$ cat src/rtl/axis_arb_pkg.sv
// ---------------------------------------------------------------------------
// axis_arb_pkg : shared types and round-robin select function | Rev 1.0
// ---------------------------------------------------------------------------
`default_nettype none

package axis_arb_pkg;

   localparam int MAX_PORTS    = 16;
   localparam int MAX_ID_WIDTH = 4;

   typedef enum logic {
      ARB_IDLE = 1'b0,
      ARB_BUSY = 1'b1
   } arb_state_t;

   typedef struct packed {
      logic                    found;
      logic [MAX_ID_WIDTH-1:0] idx;
   } rr_sel_t;

   // Scans ptr, ptr+1, ... with wrap at n; the lowest offset that hits wins.
   function automatic rr_sel_t rr_sel(input logic [MAX_PORTS-1:0]    req,
                                      input logic [MAX_ID_WIDTH-1:0] ptr,
                                      input int                      n);
      rr_sel_t r;
      int      k;
      r = '0;
      for (int off = MAX_PORTS - 1; off >= 0; off--) begin
         if (off < n) begin
            k = int'(ptr) + off;
            if (k >= n) k = k - n;
            if (req[MAX_ID_WIDTH'(k)]) begin
               r.found = 1'b1;
               r.idx   = MAX_ID_WIDTH'(k);
            end
         end
      end
      return r;
   endfunction

endpackage

`default_nettype wire

$ cat src/rtl/axis_rr_select.sv
// ---------------------------------------------------------------------------
// axis_rr_select : rotate-and-priority-encode of a request vector | Rev 1.0
// ---------------------------------------------------------------------------
`default_nettype none

module axis_rr_select
   import axis_arb_pkg::*;
#(
   parameter int NUM_PORTS = 4,
   parameter int ID_WIDTH  = 2
) (
   input  logic [NUM_PORTS-1:0] req,
   input  logic [ID_WIDTH-1:0]  base,
   output logic                 found,
   output logic [ID_WIDTH-1:0]  idx
);

   logic [MAX_PORTS-1:0]    req_ext;
   logic [MAX_ID_WIDTH-1:0] base_ext;
   rr_sel_t                 sel;

   always_comb begin
      req_ext                  = '0;
      req_ext[NUM_PORTS-1:0]   = req;
      base_ext                 = '0;
      base_ext[ID_WIDTH-1:0]   = base;
      sel                      = rr_sel(req_ext, base_ext, NUM_PORTS);
      found                    = sel.found;
      idx                      = ID_WIDTH'(sel.idx);
   end

endmodule

`default_nettype wire

$ cat src/rtl/axis_rr_arbiter.sv
// ---------------------------------------------------------------------------
// axis_rr_arbiter : round-robin N:1 AXI-Stream arbiter; AXIS_ARB_PKT_MODE_EN
// holds the grant for whole packets, otherwise beats interleave | Rev 1.0
// ---------------------------------------------------------------------------
`default_nettype none

module axis_rr_arbiter
   import axis_arb_pkg::*;
#(
   parameter int NUM_PORTS  = 4,
   parameter int DATA_WIDTH = 16
) (
   input  logic                            aclk,
   input  logic                            aresetn,
   input  logic [NUM_PORTS*DATA_WIDTH-1:0] s_axis_tdata,
   input  logic [NUM_PORTS-1:0]            s_axis_tvalid,
   input  logic [NUM_PORTS-1:0]            s_axis_tlast,
   output logic [NUM_PORTS-1:0]            s_axis_tready,
   output logic [DATA_WIDTH-1:0]           m_axis_tdata,
   output logic                            m_axis_tvalid,
   output logic                            m_axis_tlast,
   output logic [$clog2(NUM_PORTS)-1:0]    m_axis_tid,
   input  logic                            m_axis_tready
);

   localparam int ID_WIDTH = $clog2(NUM_PORTS);

`ifdef AXIS_ARB_PKT_MODE_EN
   localparam bit PKT_MODE = 1'b1;
`else
   localparam bit PKT_MODE = 1'b0;
`endif

   arb_state_t            state_q, state_d;
   logic [ID_WIDTH-1:0]   g_q, g_d;
   logic [ID_WIDTH-1:0]   ptr_q, ptr_d;
   logic                  mid_pkt_q, mid_pkt_d;

   logic                  busy;
   logic                  valid_g, last_g;
   logic [DATA_WIDTH-1:0] data_g;
   logic [ID_WIDTH-1:0]   g_plus1, sel_base, sel_idx;
   logic                  sel_found;
   logic                  hs, term;

   // One selector serves both paths: IDLE scans from ptr, a termination from g+1.
   axis_rr_select #(
      .NUM_PORTS (NUM_PORTS),
      .ID_WIDTH  (ID_WIDTH)
   ) u_select (
      .req   (s_axis_tvalid),
      .base  (sel_base),
      .found (sel_found),
      .idx   (sel_idx)
   );

   always_comb begin
      valid_g = 1'b0;
      last_g  = 1'b0;
      data_g  = '0;
      for (int i = 0; i < NUM_PORTS; i++) begin
         if (g_q == ID_WIDTH'(i)) begin
            valid_g = s_axis_tvalid[i];
            last_g  = s_axis_tlast[i];
            data_g  = s_axis_tdata[i*DATA_WIDTH +: DATA_WIDTH];
         end
      end

      busy          = aresetn && (state_q == ARB_BUSY);
      m_axis_tvalid = busy & valid_g;
      m_axis_tlast  = busy & last_g;
      m_axis_tdata  = busy ? data_g : '0;
      m_axis_tid    = busy ? g_q : '0;
      s_axis_tready = '0;
      for (int i = 0; i < NUM_PORTS; i++) begin
         if (busy && (g_q == ID_WIDTH'(i))) s_axis_tready[i] = m_axis_tready;
      end

      g_plus1  = (g_q == ID_WIDTH'(NUM_PORTS - 1)) ? '0 : g_q + 1'b1;
      sel_base = (state_q == ARB_IDLE) ? ptr_q : g_plus1;
      hs       = m_axis_tvalid & m_axis_tready;
      term     = hs & (PKT_MODE ? last_g : 1'b1);
   end

   always_comb begin
      state_d   = state_q;
      g_d       = g_q;
      ptr_d     = ptr_q;
      mid_pkt_d = mid_pkt_q;
      case (state_q)
         ARB_IDLE: begin
            if (sel_found) begin
               g_d     = sel_idx;
               state_d = ARB_BUSY;
            end
         end
         ARB_BUSY: begin
            if (term) begin
               ptr_d     = g_plus1;
               mid_pkt_d = 1'b0;
               if (sel_found) g_d = sel_idx;
               else           state_d = ARB_IDLE;
            end else if (hs) begin
               mid_pkt_d = 1'b1;
            end else if (!mid_pkt_q && !valid_g) begin
               // Never park the grant on an empty port at a packet boundary.
               state_d = ARB_IDLE;
            end
         end
         default: state_d = ARB_IDLE;
      endcase
   end

   always_ff @(posedge aclk) begin
      if (!aresetn) begin
         state_q   <= ARB_IDLE;
         g_q       <= '0;
         ptr_q     <= '0;
         mid_pkt_q <= 1'b0;
      end else begin
         state_q   <= state_d;
         g_q       <= g_d;
         ptr_q     <= ptr_d;
         mid_pkt_q <= mid_pkt_d;
      end
   end

endmodule

`default_nettype wire

$ cat config.mk
export PLATFORM = sky130hd
export DESIGN_NAME = axis_rr_arbiter
export DESIGN_NICKNAME = d
export VERILOG_FILES = /design/src/rtl/axis_arb_pkg.sv /design/src/rtl/axis_rr_select.sv /design/src/rtl/axis_rr_arbiter.sv
export SDC_FILE = /design/constraint.sdc
export NUM_CORES = 1
export LEC_CHECK = 0
export CAP_MARGIN = 15
export CORE_AREA = 4 4 69 71
export DETAILED_ROUTE_END_ITERATION = 10
export DIE_AREA = 0 0 73 75
export MAX_ROUTING_LAYER = met4
export PLACE_DENSITY_LB_ADDON = 0.15
export SYNTH_ARGS = -nofsm -noshare
export SYNTH_HDL_FRONTEND = slang
export SYNTH_SLANG_ARGS = --single-unit
$ cat constraint.sdc
create_clock -name aclk -period 2.5 [get_ports aclk]
set_clock_uncertainty 0.15 [all_clocks]
set_input_delay 0.625 -clock aclk [delete_from_list [all_inputs] [get_ports aclk]]
set_output_delay 0.625 -clock aclk [all_outputs]
set_load 0.02 [all_outputs]
==> out/metrics.csv, run 1 <==
metric,value,unit
switching_power,1.10,mW
hold_path_depth,2,
port_buffers,98,
placedInstanceArea,0.00261,sq mm
synthFlopType,sky130_fd_sc_hd__dfxtp_1,
critical_path_class,reg2reg,
failed_checks,negative setup slack,
detailedPlace.worstSlack,-659,ps
finalHoldViolations,0,
place_hpwl,4220,um
die_w,73,um
syn_avg_cell_area,6.69,sq um
fin_crit,2630,ps
relSlewSlack,0.690,
cp.arrival,2590,ps
synth_edf_count,0,
synth_most_common_cell,sky130_fd_sc_hd__nor2_1,
synth.lib_cells_used.distinct,44,
fillers,270,
vdd_drop_max,522,uV
route.detailed.wl_per_inst,17.7,um
maxCapViolCount,0,
postLayoutSetupSlackWorst,-125,ps
grt_antenna_before_repair,0,
synth_top_cell_by_area,sky130_fd_sc_hd__a221oi_1,
cts_max_path_bufs,2,
grt_usage,0.219,
fraction_of_synthesis_flops_using_an_asynchronous_set_or_reset_pin,0,
dr.pass1.iters,4,
final_util,0.767,
synth_common_cells,"sky130_fd_sc_hd__nor2_1, sky130_fd_sc_hd__nor2b_1, sky130_fd_sc_hd__a21oi_1",
crit_cells,13,
drt_iter0_markers,36,
routed_vias_inst,5.37,
critical_path.slowest_cell,sky130_fd_sc_hd__dfxtp_4,
setup_total_negative_slack,-1230,ps
tightestPinTransition,464,ps
min-delay-path-class,reg2reg,
wire_length_of_the_first_global_routing_pass,9140,um
clock-root-buffer,sky130_fd_sc_hd__clkbuf_8,
grt-ovfl-total,0,
areaGrowthSynthToFinish,167,%
hold-worst-slack,351,ps
grt_max_degree,22,
grt_setup_unrepaired,yes,
post-synth-top-area-fraction,0.122,
cpPeakStageDelay,350,ps
worst_path_most_repeated_cell,sky130_fd_sc_hd__buf_6,
slew_viol_final,0,
cts_hold_repair.buffers,0,
multiInputGateArea,0.00141,sq mm
floorplan.die_area,0.00548,sq mm
power.switching_fraction,0.434,
place_congestion,0.879,
yosys_register_bits,5,
ff2ff_path_depth,13,
static-leakage-power,1.36,nW
power_report.internal_total,1.43,mW
detail_route.wirelength,6750,um
floorplan.initialDensity,0.288,
synthTopCellsByArea,"sky130_fd_sc_hd__a221oi_1, sky130_fd_sc_hd__nor2b_1, sky130_fd_sc_hd__dfxtp_1",
clkTransAtPathRegs,40,ps
numCtsBuffers,3,
critical_path.n_buffers_inverters,4,
final_layout_size_suffix_gt1_frac,0.471,
max_freq,0.381,GHz
drt.antenna.violating_nets,0,
clock_power_share,0.061,
cts.htree.levels,1,
power.density,777,mW/mm^2
top_level_ports,99,
dieHeight,75,um
path_max_fanout,3,
grt_pass1_vias,1844,
run_status,finished with violations,
pwr-share-comb,0.888,
power.total,2.52,mW
sequential_cell_area_fraction_in_the_yosys_report,0.0822,
nets_in_the_synthesized_netlist,262,
area.sequential,105,sq um
worstPathRequired,2460,ps
final_net_count,410,
critPathLaunchType,register,
diodes,0,
numPlacedInstances,358,
seq_power_share,0.051,
clock_tree_from_tritoncts,yes,
post_synth_inst_count,182,
finish.cell_count_without_fillers,381,
cp_cell_sequence,buf_6 > ha_4 > buf_6 > nor3b_4 > nor2_4 > inv_2 > ha_4 > mux2i_4 > nand3_4 > buf_6 > o41ai_4 > nor2b_2 > o221a_1,
rows,24,
synth_warnings,0,
detail_route.drc_violations,0,
postLayoutCellArea,0.00325,sq mm
route.vias.total,2047,
final_min_period_over_clock_period,1.05,
setup-violations-final,21,
worst_skew_late_latency,230,ps
design.core.area,0.00423,sq mm
cts_num_sinks,5,
synth_area,0.00122,sq mm
cp-end-kind,register,
cpLargestDelayFamily,compound AO/OA/AOI/OAI gates,
## worst paths after layout
check / slack, ps / startpoint / to
max: -130 / g_q[0]$_SDFFE_PN0P_ / g_q[0]$_SDFFE_PN0P_
min: 350 / ptr_q[0]$_SDFFE_PN0P_ / ptr_q[0]$_SDFFE_PN0P_
max reg2reg: -130 / g_q[0]$_SDFFE_PN0P_ / g_q[0]$_SDFFE_PN0P_
min reg2reg: 350 / ptr_q[0]$_SDFFE_PN0P_ / ptr_q[0]$_SDFFE_PN0P_
## routing by layer
metal | vias up | routed length [um] | global-route usage
met1 | 946 | 2630 | 0.274
met5 | - | 0 | -
li1 | 985 | - | -
met3 | 19 | 455 | 0.0280
met4 | 0 | 169 | 0.0820
met2 | 97 | 3500 | 0.360
## worst reg2reg max path: cells and delay by family, from the launching register on
kind,cells,cell delay (ps)
DFF,1,350
adders and majority gates,2,380
buffers and inverters,4,460
and+or+nand+nor,4,470
muxes,1,200
AOI/OAI and AO/OA,2,500
## placed cells by master, fill, tap and decap left out, drive strengths merged, types with 5 or more instances in the layout
cell type,instances
mux2i,5
inv,7
clkbuf,5
nor3,18
nand2,6
a221oi,17
clkdlybuf4s50,71
nor2b,20
dfxtp,5
ha,5
a21oi,19
buf,80
nor2,25
and3,5
## layout make-up
class                   count  share of cell area
clock buffers               4              0.0139
inverters                   8              0.0116
multi-input cells         153               0.434
flip-flops and latches      5              0.0324
well taps                  52              0.0200
repair buffers            159               0.488
## power by group through the flow
stage | registers, mW | clock network (mW) | logic, mW
floorplan | 0.116 | 0 | 0.899
global placement | 0.116 | 0 | 1.53
detailed placement | 0.117 | 0 | 1.54
CTS | 0.123 | 0.157 | 1.97
global route | 0.131 | 0.164 | 2.39
finish | 0.128 | 0.154 | 2.24
## flip-flops by register name, summed over array words and instances (netlist names)
| register | count |
|---|---|
| g_q | 2 |
| ptr_q | 2 |
| state_q | 1 |
## what timing repair did
action                                  4_1_cts  5_1_grt
gates cloned                                  3        1
endpoints found under the hold margin         0        0
endpoints found under the setup margin       27       27
pin swaps                                    17       18
resized for setup                           169       31
setup buffers                                10        5
## cell families (layout without fill, tap and decap cells)
group | Yosys count | after routing | share of synthesized area
flip-flops | 5 | 5 | 0.0822
adder cells (fa/ha/maj) | 5 | 5 | 0.0514
multiplexers | 7 | 7 | 0.0627
AND/OR/NAND/NOR | 87 | 87 | 0.393
AO/OA/AOI/OAI | 54 | 54 | 0.330
buffers and inverters | 24 | 171 | 0.0812
Power figures use the tool's default switching activity.
==> run 2: changes to the inputs <==
==> constraint.sdc (replaced) <==
create_clock -name aclk -period 3.3 [get_ports aclk]
set_clock_uncertainty 0.15 [all_clocks]
set_input_delay 0.33 -clock aclk [delete_from_list [all_inputs] [get_ports aclk]]
set_output_delay 0.33 -clock aclk [all_outputs]
set_load 0.02 [all_outputs]
==> run 2 against run 1 <==
Effect of this change: the flow now finishes without violations; critical path depth is 2 lower; power is 55% lower; clock-buffer cell count stayed put; worst hold slack better by 1.1 ps; highest routed layer unchanged; utilization is 22 points lower; combinational power is 58% lower; sequential share of layout area is 1.1 points higher; routed wire length is 28% lower; maximum frequency is 14% lower; final area is 29% lower; die area stayed put; global-route usage is 4.4 points lower.
==> out/metrics.csv, run 2 (synthesis results as in run 1) <==
metric,value,unit
detailedPlace.worstSlack,108,ps
layout.cells.most_common_list,"sky130_fd_sc_hd__clkdlybuf4s50_1, sky130_fd_sc_hd__nor2_1, sky130_fd_sc_hd__nor2b_1, sky130_fd_sc_hd__a21oi_1, sky130_fd_sc_hd__nor3_1",
vdd_drop_max,226,uV
min-delay-path-class,reg2reg,
critPathLaunchType,register,
clock-root-buffer,sky130_fd_sc_hd__clkbuf_8,
hold_path_depth,2,
power.density,491,mW/mm^2
drt_iter0_markers,66,
cp-end-kind,register,
routed_vias_inst,5.09,
cts.htree.levels,1,
place_congestion,0.863,
diodes,0,
route.vias.total,1668,
dr.pass1.iters,4,
grt_pass1_vias,1566,
areaGrowthSynthToFinish,89.8,%
setup-violations-final,0,
critical_path_class,reg2reg,
cpPeakStageDelay,390,ps
hp-start,ptr_q[0]$_SDFFE_PN0P_,
ff2ff_path_depth,11,
cts_hold_repair.buffers,0,
relSlewSlack,0.564,
critical_path.slowest_cell,sky130_fd_sc_hd__o41ai_1,
route.detailed.wl_per_inst,14.8,um
critical_path.n_buffers_inverters,2,
r2r_slack,230,ps
tightestPinTransition,651,ps
port_buffers,98,
detail_route.drc_violations,0,
detail_route.wirelength,4850,um
die_w,73,um
final_min_period_over_clock_period,0.929,
slew_viol_final,0,
floorplan.die_area,0.00548,sq mm
r2r-start,g_q[0]$_SDFFE_PN0P_,
cp_cell_sequence,buf_4 > ha_1 > nor3b_2 > nor2_4 > inv_2 > ha_1 > mux2i_1 > nand3_4 > o41ai_1 > nor2b_1 > o221a_1,
whs_endpoint,ptr_q[0]$_SDFFE_PN0P_,
worst_path_most_repeated_cell,sky130_fd_sc_hd__ha_1,
fillers,423,
cpLargestDelayFamily,simple AND/OR/NAND/NOR gates,
fin_crit,3070,ps
clock_tree_from_tritoncts,yes,
grt_antenna_before_repair,0,
run_status,"finished, final reports clean",
grt-ovfl-total,0,
worst_skew_late_latency,230,ps
place_hpwl,3740,um
reg.largest.list,"g_q: 2 flops, ptr_q: 2 flops, state_q: 1 flops",
grt_max_degree,39,
final_net_count,357,
layout.cells.most_common,sky130_fd_sc_hd__clkdlybuf4s50_1,
final_layout_size_suffix_gt1_frac,0.0870,
finalHoldViolations,0,
grt_usage,0.175,
rows,24,
maxCapViolCount,0,
grt_setup_unrepaired,no,
setup_total_negative_slack,0,ps
critical_register_to_register_path_endpoint,g_q[0]$_SDFFE_PN0P_,
path_max_fanout,5,
post-cts-setup-buffer-count,0,
numCtsBuffers,3,
cts_max_path_bufs,2,
cts_num_sinks,5,
clkTransAtPathRegs,40,ps
cp.arrival,3030,ps
drt.antenna.violating_nets,0,
wire_length_of_the_first_global_routing_pass,7420,um
design.core.area,0.00423,sq mm
postLayoutSetupSlackWorst,234,ps
floorplan.initialDensity,0.288,
max_freq,0.326,GHz
worstPathRequired,3270,ps
dieHeight,75,um
top_level_ports,99,
static-leakage-power,0.880,nW
## run 2: cell types whose count changed in the layout (fill, tap and decap cells not counted), sizes merged
cell / previous run / this run
clkdlybuf4s15: 4 / 0
dlymetal6s2s: 3 / 0
buf: 80 / 8
clkdlybuf4s50: 71 / 98
clkbuf: 5 / 4
## run 2: timing repair
item	CTS	global route
resized for setup	1	1
endpoints found under the setup margin	16	1
cloned	0	0
## run 2: worst max-delay path by stage
| stage | from | to | slack [ps] | depth (start not counted) |
|---|---|---|---|---|
| 2_1_floorplan | g_q[0]$_SDFFE_PN0P_ | g_q[1]$_SDFFE_PN0P_ | 540 | 10 |
| 3_3_place_gp | g_q[1]$_SDFFE_PN0P_ | m_axis_tdata[5] | 140 | 8 |
| 3_5_place_dp | g_q[1]$_SDFFE_PN0P_ | m_axis_tdata[13] | 110 | 8 |
| 4_1_cts | g_q[0]$_SDFFE_PN0P_ | m_axis_tvalid | 160 | 8 |
| 5_1_grt | g_q[0]$_SDFFE_PN0P_ | g_q[0]$_SDFFE_PN0P_ | 20 | 11 |
| 6_report | g_q[0]$_SDFFE_PN0P_ | g_q[0]$_SDFFE_PN0P_ | 230 | 11 |
## run 2: area by class of cell
type	count	area, sq um	share of cell area
tap	52	65.1	0.0282
sequential	5	100	0.0433
clock buffer	4	45.0	0.0195
multi-input combinational	153	1020	0.442
timing repair buffer	106	1040	0.452
inverter	8	35.0	0.0152
## run 2: tightest hold or removal path, cell delays in order (launching register included)
cell                      delay, ps
sky130_fd_sc_hd__dfxtp_1        320
sky130_fd_sc_hd__mux2i_1         70
sky130_fd_sc_hd__nor2_1          80
## run 2: stage by stage
step	instance area (sq um)	hold slack [ps]	power, mW	std cells	util
final	2310	352	1.14	328	0.546
after global placement	2260	340	1.01	324	0.534
after global routing	2310	381	1.25	328	0.546
after floorplan	1220	302	0.712	182	-
after CTS	2310	355	1.14	328	0.545
after detailed placement	2260	347	1.01	324	0.534
## run 2: routing by layer
| metal | global-route usage | wire [um] | vias to the layer above |
|---|---|---|---|
| li1 | - | - | 868 |
| met1 | 0.226 | 2180 | 735 |
| met2 | 0.278 | 2330 | 58 |
| met3 | 0.0320 | 260 | 7 |
| met4 | 0.0512 | 80 | 0 |
| met5 | - | 0 | - |
## run 2: power breakdown
| part | internal, mW | leakage, nW | switching, mW |
|---|---|---|---|
| combinational | 0.449 | 0.816 | 0.481 |
| clock | 0.0833 | 0.0228 | 0.0344 |
| sequential | 0.0733 | 0.0410 | 0.0139 |
| total | 0.606 | 0.880 | 0.529 |
